$ cat config.mk
export PLATFORM = sky130hd
export DESIGN_NAME = structure2_fc1fc2_pingpong_ctrl
export DESIGN_NICKNAME = d
export VERILOG_FILES = /design/src/rtl/structure2_fc1fc2_pingpong_ctrl_pkg.sv /design/src/rtl/structure2_fc1fc2_pingpong_ctrl.sv
export SDC_FILE = /design/constraint.sdc
export NUM_CORES = 1
export LEC_CHECK = 0
export CAP_MARGIN = 20
export CORE_ASPECT_RATIO = 0.7
export CORE_UTILIZATION = 48
export CTS_BUF_LIST = sky130_fd_sc_hd__clkbuf_4
export CTS_CLUSTER_SIZE = 8
export DETAILED_ROUTE_END_ITERATION = 16
export GPL_TIMING_DRIVEN = 0
export PLACE_DENSITY = 0.79
export RECOVER_POWER = 100
export REMOVE_ABC_BUFFERS = 1
export SLEW_MARGIN = 20
export SYNTH_ARGS = -nofsm -noshare
export SYNTH_HDL_FRONTEND = slang
export SYNTH_SLANG_ARGS = --single-unit
export TNS_END_PERCENT = 20
$ cat constraint.sdc
create_clock -name clk -period 1.95 [get_ports clk]
set_clock_uncertainty 0.2 [all_clocks]
set_input_delay 0.2925 -clock clk [delete_from_list [all_inputs] [get_ports clk]]
set_output_delay 0.2925 -clock clk [all_outputs]
set_load 0.03 [all_outputs]
$ cat src/rtl/structure2_fc1fc2_pingpong_ctrl_pkg.sv
// Shared constants and bank type for the structure-2 FC1->FC2 ping-pong buffer.
package structure2_fc1fc2_pingpong_ctrl_pkg;

  localparam int DATA_W      = 18;
  localparam int ADDR_W      = 14;
  localparam int BANK_AW     = ADDR_W - 1;
  localparam int NUM_NEURONS = 128;

  typedef enum logic {
    BANK0 = 1'b0,
    BANK1 = 1'b1
  } bank_e;

  function automatic bank_e other_bank(input bank_e b);
    return (b == BANK0) ? BANK1 : BANK0;
  endfunction

endpackage

$ cat src/rtl/structure2_fc1fc2_pingpong_ctrl.sv
// Ping-pong bank controller: FC1 fills one half of the dual-port buffer while
// FC2 drains the other; banks are handed over strictly in fill order.
module structure2_fc1fc2_pingpong_ctrl #(
  parameter int DATA_W      = structure2_fc1fc2_pingpong_ctrl_pkg::DATA_W,
  parameter int ADDR_W      = structure2_fc1fc2_pingpong_ctrl_pkg::ADDR_W,
  parameter int NUM_NEURONS = structure2_fc1fc2_pingpong_ctrl_pkg::NUM_NEURONS
) (
  input  logic              clk,
  input  logic              rst_n,
  input  logic              fc1_valid,
  input  logic [DATA_W-1:0] fc1_data,
  output logic              fc1_ready,
  input  logic              fc2_req,
  output logic              fc2_avail,
  output logic [DATA_W-1:0] fc2_data,
  output logic              fc2_dvalid,
  output logic              fc2_last,
  output logic              frame_done,
  output logic              bram_wea,
  output logic [ADDR_W-1:0] bram_addra,
  output logic [DATA_W-1:0] bram_dina,
  output logic              bram_enb,
  output logic [ADDR_W-1:0] bram_addrb,
  input  logic [DATA_W-1:0] bram_doutb
);

  import structure2_fc1fc2_pingpong_ctrl_pkg::*;

  localparam int CNT_W = ADDR_W - 1;
  localparam logic [CNT_W-1:0] LAST_CNT = CNT_W'(NUM_NEURONS - 1);

  logic [1:0]       full;
  logic [1:0]       full_nxt;
  bank_e            wr_bank;
  bank_e            rd_bank;
  logic [CNT_W-1:0] wr_cnt;
  logic [CNT_W-1:0] rd_cnt;
  logic             wr_acc;
  logic             rd_acc;
  logic             wr_last;
  logic             rd_last;
  logic             rd_last_q;

  assign fc1_ready = !full[wr_bank];
  assign fc2_avail = full[rd_bank];
  assign wr_acc    = fc1_valid && fc1_ready;
  assign rd_acc    = fc2_req && fc2_avail;
  assign wr_last   = wr_acc && (wr_cnt == LAST_CNT);
  assign rd_last   = rd_acc && (rd_cnt == LAST_CNT);
  assign fc2_data  = bram_doutb;

  // A bank filling and the other draining in the same cycle must both land.
  always_comb begin
    full_nxt = full;
    if (wr_last) full_nxt[wr_bank] = 1'b1;
    if (rd_last) full_nxt[rd_bank] = 1'b0;
  end

  always_ff @(posedge clk or negedge rst_n) begin
    if (!rst_n) full <= 2'b00;
    else        full <= full_nxt;
  end

  always_ff @(posedge clk or negedge rst_n) begin
    if (!rst_n) begin
      wr_bank    <= BANK0;
      wr_cnt     <= '0;
      bram_wea   <= 1'b0;
      bram_addra <= '0;
      bram_dina  <= '0;
    end else begin
      bram_wea <= wr_acc;
      if (wr_acc) begin
        bram_addra <= {wr_bank, wr_cnt};
        bram_dina  <= fc1_data;
        if (wr_last) begin
          wr_cnt  <= '0;
          wr_bank <= other_bank(wr_bank);
        end else begin
          wr_cnt <= wr_cnt + CNT_W'(1);
        end
      end
    end
  end

  always_ff @(posedge clk or negedge rst_n) begin
    if (!rst_n) begin
      rd_bank    <= BANK0;
      rd_cnt     <= '0;
      bram_enb   <= 1'b0;
      bram_addrb <= '0;
      frame_done <= 1'b0;
    end else begin
      bram_enb   <= rd_acc;
      frame_done <= rd_last;
      if (rd_acc) begin
        bram_addrb <= {rd_bank, rd_cnt};
        if (rd_last) begin
          rd_cnt  <= '0;
          rd_bank <= other_bank(rd_bank);
        end else begin
          rd_cnt <= rd_cnt + CNT_W'(1);
        end
      end
    end
  end

  // Data-valid tracks the read request through the BRAM's one-cycle latency,
  // independent of any bank state change that happens meanwhile.
  always_ff @(posedge clk or negedge rst_n) begin
    if (!rst_n) begin
      rd_last_q  <= 1'b0;
      fc2_dvalid <= 1'b0;
      fc2_last   <= 1'b0;
    end else begin
      rd_last_q  <= rd_last;
      fc2_dvalid <= bram_enb;
      fc2_last   <= rd_last_q;
    end
  end

endmodule

==> impl_metrics.py, run 1 <==
metrics = {
    "drt": {
        "top_layer": "met4",
        "drc_errors": 0,
        "dr.first_iter.drc_count": 90,
        "wl_met2_mm": 3.22,
        "via_per_inst": 5.07,
        "ant_nets": 0,
        "wl_mm": 7.23,
        "via_count": 2505,
        "wl_met3_um": 411,
        "met1_length_mm": 3.55,
        "avgRoutedWirePerCell_um": 14.6,
        "drt_first_pass_iters": 4,
    },
    "setup_path": {
        "required_ns": 1.46,
        "r2r_slack_ns": 0.07,
        "cp-start-kind": "flip-flop",
        "critPathCaptureType": "output pin",
        "worstSetupPathType": "flip-flop to output pin",
        "critPathMaxFanout": 7,
        "arrival_ns": 1.45,
    },
    "clock_network": {
        "cts_inserted_buffers": 9,
        "cts_tree": "built",
        "cts.root.buffer_cell": "clkbuf_4",
        "cts_sinks": 81,
        "htree_levels": 3,
        "path_clk_slew_ns": 0.13,
        "worstSkewPairLatency_ns": 0.43,
        "clk_path_buf_depth": 2,
    },
    "floorplan": {
        "die_h_um": 73.6,
        "num_rows": 25,
        "die_area_um2": 7680,
        "coreArea_um2": 6910,
        "die_x_um": 104,
        "start_util_pct": 50.9,
        "io_pins": 111,
    },
    "timing": {
        "max-slew-margin-rel_pct": 47.2,
        "rsz0062_at_grt": "yes",
        "finalCriticalPeriod_ns": 1.95,
        "setup_violations": 0,
        "drv_slew": 0,
        "hold_violations": 0,
        "max_freq_mhz": 514,
        "period_share_pct": 99.8,
        "setup_tns_ns": 0,
        "worst_slew_pin_slew_ns": 0.791,
    },
    "logic_synthesis": {
        "synth_async_sr_flop_share_pct": 100,
        "synth_top_flop_cell": "dfrtp_1",
        "yosysUniqueCellTypes": 44,
        "ys_seq_elements": 81,
        "syn-cell-area_um2": 3520,
        "synth-seq-area-share_pct": 57.6,
        "ys_warn_count": 0,
        "netlist_instances": 331,
        "synth.avg_cell_area_um2": 10.6,
        "synth_edf_count": 0,
    },
    "global_routing": {
        "grt_pass1_vias": 2454,
        "grt_use_total_pct": 21.4,
        "grt_max_degree": 52,
        "grt_pass1_wl_mm": 12.5,
        "overflow": 0,
        "antenna_found_initial": 0,
    },
    "hold_path": {
        "hold_path_class": "input port to flip-flop",
    },
    "flow_run": {
        "maxCapViolCount": 0,
    },
    "pwr": {
        "p_per_area_nw_per_um2": 858,
        "intPower_mw": 2.55,
        "switching_share_pct": 31.8,
        "total_power_mw": 3.74,
        "combPwrFrac_pct": 20.0,
        "p_leak_nw": 2.28,
        "switchingPower_mw": 1.19,
        "peakVddDrop_mv": 0.600,
        "pwr-share-clk_pct": 26.6,
        "seqPwrFrac_pct": 53.4,
    },
    "place": {
        "gp_congestion": 0.771,
        "portBuffers": 74,
        "hpwl_mm": 5.01,
    },
    "cells_and_area": {
        "num-nets-final": 437,
        "antenna_cells": 0,
        "final_layout_size_suffix_gt1_share_pct": 15.5,
        "postLayoutCoreUtil_pct": 63.0,
        "area_delta_synth_final_pct": 23.8,
    },
    "run_status": {
        "status": "complete, no violations",
    },
}
==> through the flow <==
step	area (µm²)	hold slack, ns	std cells	worst slack (ns)
after floorplan	3320	-0.203	303	0.0258
after global placement	4180	0.163	471	-2.40
after detailed placement	4210	0.0693	472	-0.381
after CTS	4330	0.110	490	-0.0550
after global routing	4360	0.143	494	-0.0742
final	4360	0.172	494	0.00346
==> cells in the mapped netlist, types with 4 or more instances <==
cell,instances,area [µm²]
nor3_1,4,20.0
buf_2,4,20.0
and3_1,7,43.8
xnor2_1,12,105
nand4_1,5,31.3
xor2_1,6,52.6
mux2_2,9,101
nand3_1,5,25.0
nor2_1,13,48.8
nand2_1,107,402
o21ai_0,5,25.0
buf_4,21,158
dfrtp_1,81,2030
mux2_4,7,105
==> what timing repair did <==
action | 4_1_cts | 5_1_grt
hold endpoints to repair | 81 | 0
resized for setup | 71 | 9
endpoints found under the setup margin | 82 | 16
setup buffers | 1 | 4
hold buffers | 1 | 0
==> worst paths after layout <==
kind | startpoint | end | cells after the start
worst min register to register | rd_last_q$_DFF_PN0_ | fc2_last$_DFF_PN0_ | 0
max in group asynchronous | rst_n | rd_cnt[0]$_DFFE_PN0P_ | 3
worst max-delay path | full[0]$_DFF_PN0_ | fc1_ready | 3
min in group asynchronous | rst_n | bram_dina[14]$_DFFE_PN0P_ | 2
worst max register to register | full[0]$_DFF_PN0_ | wr_bank$_DFFE_PN0P_ | 5
worst min-delay path | fc1_data[13] | bram_dina[13]$_DFFE_PN0P_ | 3
==> registers in the layout, indices dropped and copies added, names as in the netlist <==
signal / count
wr_bank: 1
fc2_dvalid: 1
bram_enb: 1
fc2_last: 1
bram_dina: 18
rd_bank: 1
rd_last_q: 1
bram_addra: 14
rd_cnt: 13
full: 2
wr_cnt: 13
bram_wea: 1
bram_addrb: 14
==> critical path: stages, from the launching register on <==
cell and delay, ns:
dfrtp_2 0.47, mux2_4 0.33, inv_6 0.10, buf_6 0.13
==> cells by family after synthesis <==
logic type	synth area share, %
DFF	57.6
muxes	6.15
xor gates and xnor gates	4.48
buffers and inverters	6.36
and+or+nand+nor	21.0
adders and majority gates	0.711
AOI/OAI and AO/OA	3.73
==> cells in the final DEF, fill, tap and decap left out, types with 2 or more instances in the layout <==
master and instances:
a21o_1 2, a21oi_1 3, a31oi_1 3, and2_1 3
and3_1 6, buf_4 6, clkbuf_4 10, clkdlybuf4s50_1 18
clkinvlp_4 2, dfrtp_1 76, dfrtp_2 5, dlygate4sd2_1 51
dlygate4sd3_1 3, ha_1 2, inv_1 2, inv_2 2
inv_6 2, mux2_2 8, mux2_4 8, nand2_1 107
nand3_1 5, nand4_1 5, nor2_1 13, nor3_1 2
nor3_2 2, nor3b_1 2, nor4_2 2, o21ai_0 5
xnor2_1 12, xor2_1 6
==> power by group through the flow <==
stage / Clock (mW) / Sequential [mW] / Combinational, mW
after floorplan: 0 / 2.22 / 0.259
after global placement: 0 / 2.02 / 0.803
after detailed placement: 0 / 2.03 / 0.824
after CTS: 1.03 / 1.99 / 0.760
after global routing: 1.10 / 2.03 / 0.808
final: 0.993 / 2.00 / 0.748
==> layout make-up <==
type / count / area [µm²]
Clock buffer: 10 / 75.1
Clock inverter: 6 / 67.6
Fill cell: 565 / 2550
Inverter: 6 / 35.0
Multi-Input combinational cell: 216 / 1310
Sequential cell: 81 / 2030
Tap cell: 94 / 118
Timing Repair Buffer: 81 / 723
==> per-layer routing <==
metal | global-route usage (%) | vias up
li1 | - | 1208
met1 | 29.6 | 1214
met2 | 31.1 | 77
met3 | 8.34 | 6
met4 | 6.67 | 0
met5 | 0 | -
(Power assumes the default switching activity.)
==> run 2: changes to the inputs <==
Settings changed: PLACE_DENSITY 0.79 to not set, PLACE_DENSITY_LB_ADDON set to 0.12.
==> run 2 against run 1 <==
Compared with the run above: design area decreased by 1.5%; sequential share of layout area increased by 0.66 points; worst setup slack improved by 0.037 ns; clock power decreased by 4.8%; global-route usage decreased by 1.0 points; first-iteration DRC count decreased by 19%; maximum frequency increased by 2.0%; utilization decreased by 0.92 points; hold slack improved by 0.011 ns; non-clock buffer count unchanged; critical path depth unchanged; power decreased by 1.7%; highest routed layer unchanged.
==> impl_metrics.py, run 2 (synthesized netlist as in run 1, its figures left out) <==
metrics = {
    "cells_and_area": {
        "seqCellArea_um2": 2030,
        "layout_common_cells": "nand2_1, dfrtp_1, dlygate4sd2_1",
        "reg.largest.list": "bram_dina (18), bram_addra (14), bram_addrb (14)",
        "final_common_cell": "nand2_1",
        "area_delta_synth_final_pct": 22.0,
        "num-nets-final": 437,
        "antenna_cells": 0,
        "regMostFlops": "bram_dina",
        "nFillCells": 610,
        "fin_area_um2": 4290,
        "multiInputGateArea_um2": 1260,
        "largest_reg_flops": 18,
        "final_layout_size_suffix_gt1_share_pct": 12.0,
    },
    "place": {
        "gp_congestion": 0.743,
        "hpwl_mm": 4.90,
        "post_dp_cell_area_um2": 4210,
        "portBuffers": 74,
    },
    "timing": {
        "hold_violations": 0,
        "period_share_pct": 97.9,
        "rsz0062_at_grt": "yes",
        "max-slew-margin-rel_pct": 42.3,
        "finalCriticalPeriod_ns": 1.91,
        "setup_tns_ns": 0,
        "worst_slew_pin_slew_ns": 0.866,
        "setup_violations": 0,
        "drv_slew": 0,
        "max_freq_mhz": 524,
        "timing.hold.ws_ns": 0.184,
    },
    "hold_path": {
        "whs_endpoint": "bram_dina[9]$_DFFE_PN0P_",
        "hold_path_class": "input port to flip-flop",
        "hold_path_startpoint": "fc1_data[9]",
        "whs_path_depth": 3,
    },
    "clock_network": {
        "cts.root.buffer_cell": "clkbuf_4",
        "cts_tree": "built",
        "clk_path_buf_depth": 2,
        "cts_sinks": 81,
        "htree_levels": 3,
        "worstSkewPairLatency_ns": 0.42,
        "path_clk_slew_ns": 0.13,
        "cts_inserted_buffers": 9,
    },
    "setup_path": {
        "worstSetupPathType": "flip-flop to output pin",
        "required_ns": 1.46,
        "critPathCaptureType": "output pin",
        "arrival_ns": 1.42,
        "r2r_slack_ns": 0.06,
        "timing.rr.end": "rd_cnt[7]$_DFFE_PN0P_",
        "critPathMaxFanout": 5,
        "timing.rr.start": "rd_cnt[0]$_DFFE_PN0P_",
        "r2r_cells": 5,
        "cp-start-kind": "flip-flop",
    },
    "run_status": {
        "status": "complete, no violations",
    },
    "drt": {
        "ant_nets": 0,
        "drt_first_pass_iters": 4,
        "wl_mm": 7.14,
        "drc_errors": 0,
        "dr.first_iter.drc_count": 73,
        "via_per_inst": 5.02,
        "via_count": 2473,
        "avgRoutedWirePerCell_um": 14.5,
    },
    "pwr": {
        "total_power_mw": 3.68,
        "p_leak_nw": 2.24,
        "peakVddDrop_mv": 0.402,
        "p_per_area_nw_per_um2": 856,
    },
    "floorplan": {
        "num_rows": 25,
        "die_h_um": 73.6,
        "io_pins": 111,
        "coreArea_um2": 6910,
        "start_util_pct": 50.9,
        "die_x_um": 104,
        "die_area_um2": 7680,
    },
    "global_routing": {
        "overflow": 0,
        "grt_use_total_pct": 20.4,
        "grt_pass1_vias": 2476,
        "antenna_found_initial": 0,
        "grt_max_degree": 48,
        "grt_pass1_wl_mm": 12.1,
    },
    "flow_run": {
        "maxCapViolCount": 0,
    },
}
## run 2: cell types whose count changed in the layout (fill, tap and decap cells not counted), moves of 2 or more
cell | before | now
clkbuf_1 | 0 | 3
nor3_2 | 2 | 0
dlygate4sd2_1 | 51 | 48
mux2_4 | 8 | 2
clkinv_1 | 0 | 2
mux2_1 | 0 | 6
nor3_1 | 2 | 4
## run 2: stage by stage
step / cells / util (%) / setup WS (ns)
global route: 493 / 62.1 / -0.0190
global placement: 471 / 60.5 / -2.51
CTS: 491 / 62.4 / -0.0762
finish: 493 / 62.1 / 0.0407
floorplan: 303 / - / 0.0258
detailed placement: 472 / 60.9 / -0.406
## run 2: routing by layer
layer / part of all wire, % / vias to the layer above / GRT usage (%)
met5: 0 / - / 1.95
met4: 0.74 / 0 / 5.24
met3: 7.3 / 6 / 8.16
met2: 43 / 72 / 30.0
met1: 49 / 1191 / 27.9
li1: - / 1204 / -
## run 2: layout make-up
type	instances	area share [%]
Sequential cell	81	47.3
Clock buffer	9	1.57
Clock inverter	6	1.40
Tap cell	94	2.74
Inverter	6	0.932
Multi-Input combinational cell	216	29.5
Timing Repair Buffer	81	16.6
## run 2: worst max path at each step
stage,from,end,slack [ns]
after floorplan,wr_bank$_DFFE_PN0P_,wr_cnt[3]$_DFFE_PN0P_,0.03
after global placement,rst_n,bram_addrb[9]$_DFFE_PN0P_,-2.51
after detailed placement,fc1_valid,wr_cnt[3]$_DFFE_PN0P_,-0.41
after CTS,full[0]$_DFF_PN0_,wr_cnt[3]$_DFFE_PN0P_,-0.08
after global routing,wr_bank$_DFFE_PN0P_,fc1_ready,-0.02
final,full[0]$_DFF_PN0_,fc1_ready,0.04
## run 2: worst max-delay path, cell delays in order, from the launching register on
cell     delay, ns
dfrtp_2       0.46
mux2_4        0.31
inv_6         0.09
buf_6         0.13
## run 2: what timing repair did
| item | CTS | global route |
|---|---|---|
| buffers inserted | 3 | 2 |
| hold buffers | 1 | 0 |
| setup endpoints to repair | 79 | 18 |
| resized for setup | 65 | 12 |
| endpoints found under the hold margin | 34 | 0 |
## run 2: power by group
group | switching, mW | internal [mW] | leakage [nW]
sequential | 0.148 | 1.85 | 1.06
clock | 0.570 | 0.375 | 0.0591
combinational | 0.451 | 0.281 | 1.13
